--- config.mk ---
export PLATFORM = sky130hd
export DESIGN_NAME = free_list
export DESIGN_NICKNAME = d
export VERILOG_FILES = /design/src/rtl/free_list.sv
export SDC_FILE = /design/constraint.sdc
export NUM_CORES = 1
export LEC_CHECK = 0
export ABC_AREA = 0
export BUFFER_PORTS_ARGS = -buffer_cell sky130_fd_sc_hd__buf_4
export CAP_MARGIN = 20
export CORE_MARGIN = 3
export CORE_UTILIZATION = 60
export CTS_CLUSTER_DIAMETER = 40
export DETAILED_ROUTE_END_ITERATION = 16
export PLACE_DENSITY = 0.8
export SYNTH_ARGS = -nofsm -noshare
export SYNTH_HDL_FRONTEND = slang
export SYNTH_SLANG_ARGS = --single-unit
export TNS_END_PERCENT = 20
--- constraint.sdc ---
create_clock -name clk_i -period 4.7 [get_ports clk_i]
set_clock_uncertainty 0.1 [all_clocks]
set_input_delay 0.235 -clock clk_i [delete_from_list [all_inputs] [get_ports clk_i]]
set_output_delay 0.235 -clock clk_i [all_outputs]
set_load 0.01 [all_outputs]
--- src/rtl/free_list.sv ---
// Physical-register free list: circular FIFO of free tags with extended head/tail
// pointers, checkpointable head for branch rollback, and a sticky overflow flag.
module free_list #(
    parameter  int PHYS_REGS = 64,
    parameter  int ARCH_REGS = 32,
    localparam int FL_SZ     = PHYS_REGS - ARCH_REGS,
    localparam int PW        = $clog2(PHYS_REGS) + 1,
    localparam int IW        = $clog2(FL_SZ) + 1
) (
    input  logic          clk_i,
    input  logic          rst_ni,
    input  logic          dequeue_en_i,
    output logic [PW-1:0] dequeue_pr_o,
    output logic          empty_o,
    input  logic          enqueue_en_i,
    input  logic [PW-1:0] enqueue_pr_i,
    output logic [IW-1:0] head_ptr_o,
    input  logic          undo_i,
    input  logic [IW-1:0] undo_head_i,
    output logic [IW-1:0] count_o,
    output logic          overflow_o
);

    localparam int AW = IW - 1;

    logic [IW-1:0] head_q, head_d;
    logic [IW-1:0] tail_q, tail_d;
    logic          overflow_q, overflow_d;
    logic [PW-1:0] buf_q [FL_SZ];

    logic [IW-1:0] head_idx, tail_idx, count_c;
    logic          empty_c, full_c, enq_req, enq_ok;

    // Index wraps at FL_SZ-1 and flips the wrap bit, so non-power-of-two sizes also work.
    function automatic logic [IW-1:0] ptr_inc(input logic [IW-1:0] p);
        if (p[AW-1:0] == AW'(FL_SZ - 1)) begin
            return {~p[IW-1], {AW{1'b0}}};
        end
        return p + IW'(1);
    endfunction

    assign head_idx = {1'b0, head_q[AW-1:0]};
    assign tail_idx = {1'b0, tail_q[AW-1:0]};

    always_comb begin
        count_c = '0;
        if (tail_q[IW-1] == head_q[IW-1]) begin
            count_c = tail_idx - head_idx;
        end else begin
            count_c = IW'(FL_SZ) - head_idx + tail_idx;
        end
    end

    assign empty_c = (count_c == '0);
    assign full_c  = (count_c == IW'(FL_SZ));

    // Tag 0 is the hard-wired zero register and is never returned to the pool.
    assign enq_req = enqueue_en_i && (enqueue_pr_i != '0);
    assign enq_ok  = enq_req && !full_c;

    always_comb begin
        head_d     = head_q;
        tail_d     = tail_q;
        overflow_d = overflow_q | (enq_req && full_c);
        if (undo_i) begin
            head_d = undo_head_i;
        end else if (dequeue_en_i && !empty_c) begin
            head_d = ptr_inc(head_q);
        end
        if (enq_ok) begin
            tail_d = ptr_inc(tail_q);
        end
    end

    always_ff @(posedge clk_i or negedge rst_ni) begin
        if (!rst_ni) begin
            head_q     <= '0;
            tail_q     <= {1'b1, {AW{1'b0}}};
            overflow_q <= 1'b0;
        end else begin
            head_q     <= head_d;
            tail_q     <= tail_d;
            overflow_q <= overflow_d;
        end
    end

    always_ff @(posedge clk_i or negedge rst_ni) begin
        if (!rst_ni) begin
            for (int i = 0; i < FL_SZ; i++) begin
                buf_q[i] <= PW'(ARCH_REGS + i);
            end
        end else if (enq_ok) begin
            buf_q[tail_q[AW-1:0]] <= enqueue_pr_i;
        end
    end

    assign dequeue_pr_o = buf_q[head_q[AW-1:0]];
    assign empty_o      = empty_c;
    assign count_o      = count_c;
    assign head_ptr_o   = head_q;
    assign overflow_o   = overflow_q;

endmodule

Word-level counts from Yosys, hierarchy flattened:

Index checks and enable logic that the tools add are counted.
W data, S select, Z words.

* bits of input ports: 18
* register bits: 237
* output and inout port bits: 21

* equality and inequality tests: 4
* reductions and logical operators: 10
* $lt $le $gt $ge: 3
* multiplexer cells: 18
* bitwise operators: 5
* $add $sub $neg: 5

Operators by type and width (number)
* $bwmux W224: 1
* $mux W6: 7
* $bmux W7 S5: 1
* $demux W7 S5: 1
* $mux W7: 3
* $add A6 B1 Y6 const B: 2
* $ge A6 B6 Y1 const B: 2
* $not A5 Y6: 2
* $eq A5 B5 Y1 const B: 2
* $reduce_bool A7 Y1: 1
* $add A6 B5 Y6: 1
* $eq A6 B6 Y1 const B: 1
* $logic_not A6 Y1: 1
* $lt A6 B1 Y1 const B: 1
* $sub A5 B5 Y6: 1
* $sub A6 B5 Y6 const A: 1
* $logic_and A1 B1 Y1: 5
* $mux W1: 5
* $logic_not A1 Y1: 2
* $not A1 Y1: 2
* $reduce_bool A2 Y1: 1
* $eq A1 B1 Y1: 1
* $or A1 B1 Y1: 1

Depth between registers and ports, before layout:

* depth in word-level cells: 11
* depth in mapped cells: 11
* mapped depth without buffers: 10

Least setup slack after synthesis:

OpenSTA, ideal clock, no wires.

* kind: reg-to-reg
* start: register head_q[2] (netlist: head_ptr_o[2])
* end: register buf_q[6] (netlist name)
* buffers on the path: 3
* cell stages (with the launch flop): 12
* setup time: 125 ps
* slack: 1039 ps
* arrival time: 3436 ps
* path through: dfrtp_1 clkinv_1 buf_1 ha_1 buf_2 a21o_1 o2bb2ai_1 a211oi_2 nor4_4 buf_6 nor4b_4 mux2_2

* longest elaborated chain between the ends: 6
* elaborated cells between the ends (all ways): 7
* classes of those cells: add/sub (3); eq/ne (1); mux (1); reduce/logical (2)

RTL lines
* start: declaration: RTL line 26 `logic [IW-1:0] head_q, head_d;`
* start signal: assignment: RTL line 77 `head_q <= '0;`
* start signal: assignment: RTL line 81 `head_q <= head_d;`
* $sub A6 B5 Y6: RTL line 50 `count_c = IW'(FL_SZ) - head_idx + tail_idx;`
* $add A6 B5 Y6: RTL line 50
* $mux W6 (*): RTL line 47 `if (tail_q[IW-1] == head_q[IW-1]) begin`
* net count_o[3]: RTL line 20 `output logic [IW-1:0] count_o,`
* $eq A6 B6 Y1 (*): RTL line 55 `assign full_c = (count_c == IW'(FL_SZ));`
* $logic_not A1 Y1 (*): RTL line 59 `assign enq_ok = enq_req && !full_c;`
* $logic_and A1 B1 Y1 (*): RTL line 59
* end signal: indexed assignment: RTL line 90 `buf_q[i] <= PW'(ARCH_REGS + i);`
* end signal: indexed assignment: RTL line 93 `buf_q[tail_q[AW-1:0]] <= enqueue_pr_i;`
* end: declaration: RTL line 29 `logic [PW-1:0] buf_q [FL_SZ];`

Mark *: on every way through the listed nets, which the timed path passes. The rest lies on a longest branch.
A chain may end at the register's enable or synchronous reset.

Final worst setup path:

* start: register head_q[0] (netlist: head_ptr_o[0])
* end: output port dequeue_pr_o[3]

* longest elaborated chain between the ends: 4

RTL lines
* $not A5 Y6 (implied by the code): RTL line 97 `assign dequeue_pr_o = buf_q[head_q[AW-1:0]];`
* $bmux W7 S5: RTL line 97
* $mux W7 (implied by the code) (2 in a row): RTL line 97
* end: declaration: RTL line 13 `output logic [PW-1:0] dequeue_pr_o,`

No other way between the ends. The select of a mux whose other input is x is not followed.

==> impl_metrics.json <==
{
  "fin_area_sq_um": 13700,
  "worst_pin_slew_ps": 941,
  "synth_ff_type": "dfrtp_1",
  "io_pins": 39,
  "r2r_end": "head_ptr_o[1]$_DFFE_PN0P_",
  "critPathTopFamily": "buffers and inverters",
  "port_buffers": 38,
  "required_ps": 4370,
  "critPathKind": "register to primary output",
  "synth_area_sq_um": 11900,
  "synth_seq_area_share_pct": 51.1,
  "dieArea_sq_um": 21500,
  "drive_above_1_share_pct": 65.0,
  "synth.distinct_cells": 47,
  "final-seq-area_sq_um": 6080,
  "fillers": 1131,
  "grt_max_degree": 122,
  "holdPathEnd": "head_ptr_o[3]$_DFFE_PN0P_",
  "crit_top_cell": "buf_4",
  "ys_warn_count": 0,
  "syn_nets": 822,
  "cpPeakStageDelay_ps": 650,
  "cts_setup_buffers": 0,
  "wirelength_um": 27300,
  "dieWidth_um": 147,
  "rsz0062_at_grt": "no",
  "fin_crit_sh_pct": 84.1,
  "status": "complete, no violations",
  "tns_ps": 0,
  "cts_sinks": 237,
  "slew_headroom_pct": 37.2,
  "fin_crit_ps": 3950,
  "p_leak_nw": 5.54,
  "first_pass_iters": 7,
  "clk_latency_ps": 500,
  "gp_congestion": 0.895,
  "path_clk_slew_ps": 60,
  "maxSlewViolCount": 0,
  "areaGrowthSynthToFinish_pct": 15.3,
  "grt-ovfl-total": 0,
  "startpoint_type": "register",
  "peakVddDrop_mv": 0.446,
  "whs_path_depth": 3,
  "crit_arrival_ps": 3620,
  "initial_core_util_pct": 62.2,
  "drc": 0,
  "h-tree-depth": 2,
  "multiInputGateArea_sq_um": 5520,
  "dpl_cell_area_sq_um": 12300,
  "nets": 860,
  "antenna_found_initial": 0,
  "r2r-start": "head_ptr_o[3]$_DFFE_PN0P_",
  "r2r_setup_slack_ps": 760,
  "post_drt_wl_per_cell_um": 24.5,
  "clockRootBuffer": "clkbuf_16",
  "grt_pass1_wl_um": 44600,
  "die_y_um": 147,
  "hold_class": "input port to register",
  "synthCells": 790,
  "ctsResizeCount": 0,
  "synthArstFlopShare_pct": 100,
  "hp-start": "undo_i",
  "finalPower_w": 0.00963,
  "cts_buffer_depth": 3,
  "crit_fanout": 32,
  "dp_hpwl_um": 17200,
  "dp_slack_ps": 903,
  "hold_viol": 0,
  "fmax_mhz": 253,
  "grt_pass1_vias": 7839,
  "drt_iter0_drc": 483,
  "core_area_sq_um": 19100,
  "syn_area_per_cell_sq_um": 15.0,
  "slowest_stage": "buf_4",
  "crit_chain": "buf_4 -> buf_4 -> mux4_2 -> mux4_2 -> nand2_1 -> nand2_1 -> buf_4",
  "critPathCaptureType": "primary output",
  "reg2regPathDepth": 10,
  "cts_made_buffers": 35,
  "fin_ws_ps": 747,
  "synth-edff-count": 0,
  "viasPerCell": 6.42,
  "antenna_cells": 0,
  "cp_num_buf_inv": 3,
  "cts_tree": "built",
  "grt_usage_pct": 26.5,
  "vias": 7149,
  "cap_violations": 0,
  "detail-route-antenna-nets": 0,
  "fin_util_pct": 71.8,
  "final-setup-viol-count": 0,
  "power_density_nw_per_um2": 703,
  "ys_ff_latch": 237,
  "core.rowCount": 50
}
-- registers in the layout, summed over array words and instances (netlist names) --
register / cells
buf_q: 224
head_ptr_o: 6
overflow_o: 1
tail_q: 6
-- cell families after synthesis --
group	after synthesis	share of synthesized area, %
fa+ha+maj	14	1.54
simple gates	132	7.52
buf+inv	69	2.49
mux	295	34.6
flops	237	51.1
compound gates	39	2.40
xor+xnor	4	0.295
-- cell usage after synthesis (2+ instances only) --
cell | number | area (sq um)
nor3_1 | 3 | 15.0
nor3_2 | 22 | 220
buf_2 | 5 | 25.0
nor3b_1 | 3 | 22.5
nor4b_1 | 3 | 26.3
xor2_1 | 3 | 26.3
nor4_1 | 3 | 18.8
or4b_2 | 2 | 20.0
buf_4 | 2 | 15.0
a31oi_1 | 4 | 25.0
and3b_1 | 3 | 26.3
and3_1 | 4 | 25.0
a21oi_1 | 5 | 25.0
nand2b_1 | 6 | 37.5
o2bb2ai_1 | 2 | 17.5
a21o_1 | 3 | 22.5
clkinv_1 | 2 | 7.51
mux4_2 | 70 | 1580
nand2_1 | 56 | 210
nor4_4 | 2 | 42.5
buf_6 | 3 | 33.8
ha_1 | 13 | 163
a221o_1 | 2 | 20.0
buf_1 | 7 | 26.3
nor3_4 | 8 | 130
mux2_2 | 225 | 2530
o21ba_2 | 2 | 20.0
inv_1 | 11 | 41.3
o21ai_0 | 9 | 45.0
dfstp_2 | 113 | 2970
dfrtp_1 | 124 | 3100
o31a_1 | 3 | 26.3
nand3_1 | 3 | 15.0
nor2_1 | 10 | 37.5
clkbuf_1 | 39 | 146
o31ai_1 | 4 | 30.0
-- power by group --
| group | switching, W | internal, W |
|---|---|---|
| logic | 0.00128 | 0.00169 |
| clock network | 0.000957 | 0.00177 |
| registers | 0.000592 | 0.00334 |
| total | 0.00283 | 0.00680 |
-- how the worst max path moves through the flow --
| stage | endpoint | startpoint | depth (start not counted) |
|---|---|---|---|
| after global routing | dequeue_pr_o[4] | head_ptr_o[0]$_DFFE_PN0P_ | 7 |
| after floorplan | buf_q[6]$_DFFE_PN0P_ | head_ptr_o[2]$_DFFE_PN0P_ | 11 |
| after CTS | dequeue_pr_o[3] | head_ptr_o[0]$_DFFE_PN0P_ | 7 |
| final | dequeue_pr_o[3] | head_ptr_o[0]$_DFFE_PN0P_ | 7 |
| after detailed placement | buf_q[15]$_DFFE_PN0P_ | head_ptr_o[3]$_DFFE_PN0P_ | 9 |
| after global placement | buf_q[34]$_DFFE_PN0P_ | head_ptr_o[4]$_DFFE_PN0P_ | 8 |
-- cell type report --
| class | count | area share [%] |
|---|---|---|
| Clock buffer | 43 | 7.15 |
| Clock inverter | 20 | 1.87 |
| Inverter | 13 | 0.356 |
| Multi-Input combinational cell | 484 | 40.3 |
| Sequential cell | 237 | 44.4 |
| Tap cell | 260 | 2.38 |
| Timing Repair Buffer | 57 | 3.56 |
-- worst register-to-register path, delay by kind of cell (launching register included) --
kind / cells / cell delay (ps)
compound gates: 3 / 750
fa+ha+maj: 1 / 430
buf+inv: 3 / 890
flops: 1 / 910
simple gates: 3 / 740
-- routing by layer --
| metal | track usage, % | vias to the layer above | share of wire (%) |
|---|---|---|---|
| met5 | 0 | - | 0 |
| met4 | 8.75 | 0 | 2.6 |
| met3 | 4.66 | 57 | 6.0 |
| met2 | 42.5 | 270 | 50 |
| met1 | 37.4 | 3784 | 42 |
| li1 | - | 3038 | - |
-- timing repair --
| action | 4_1_cts | 5_1_grt |
|---|---|---|
| hold buffers | 11 | 0 |
| endpoints found under the setup margin | 0 | 0 |
| endpoints found under the hold margin | 72 | 0 |
-- layout by cell type, fill, tap and decap left out, types with 4 or more instances in the layout --
| cell type | instances |
|---|---|
| dlygate4sd3_1 | 11 |
| buf_4 | 43 |
| o21ai_0 | 9 |
| nor2_1 | 10 |
| bufinv_16 | 5 |
| ha_1 | 13 |
| mux4_2 | 70 |
| inv_1 | 11 |
| a21oi_1 | 5 |
| o31ai_1 | 4 |
| clkinvlp_4 | 4 |
| and3_1 | 4 |
| clkbuf_16 | 37 |
| nand2_1 | 56 |
| nor3_4 | 8 |
| clkinv_2 | 6 |
| nand2b_1 | 6 |
| a31oi_1 | 4 |
| dfstp_2 | 113 |
| dfrtp_1 | 122 |
| nor3_2 | 22 |
| mux2_2 | 225 |
-- metrics by stage --
stage / cells / hold slack (ps)
after floorplan: 790 / -161
after detailed placement: 1040 / 264
after CTS: 1114 / 74.6
after global placement: 1040 / 252
final: 1114 / 92.0
after global routing: 1114 / 120
(Power assumes the default switching activity.)
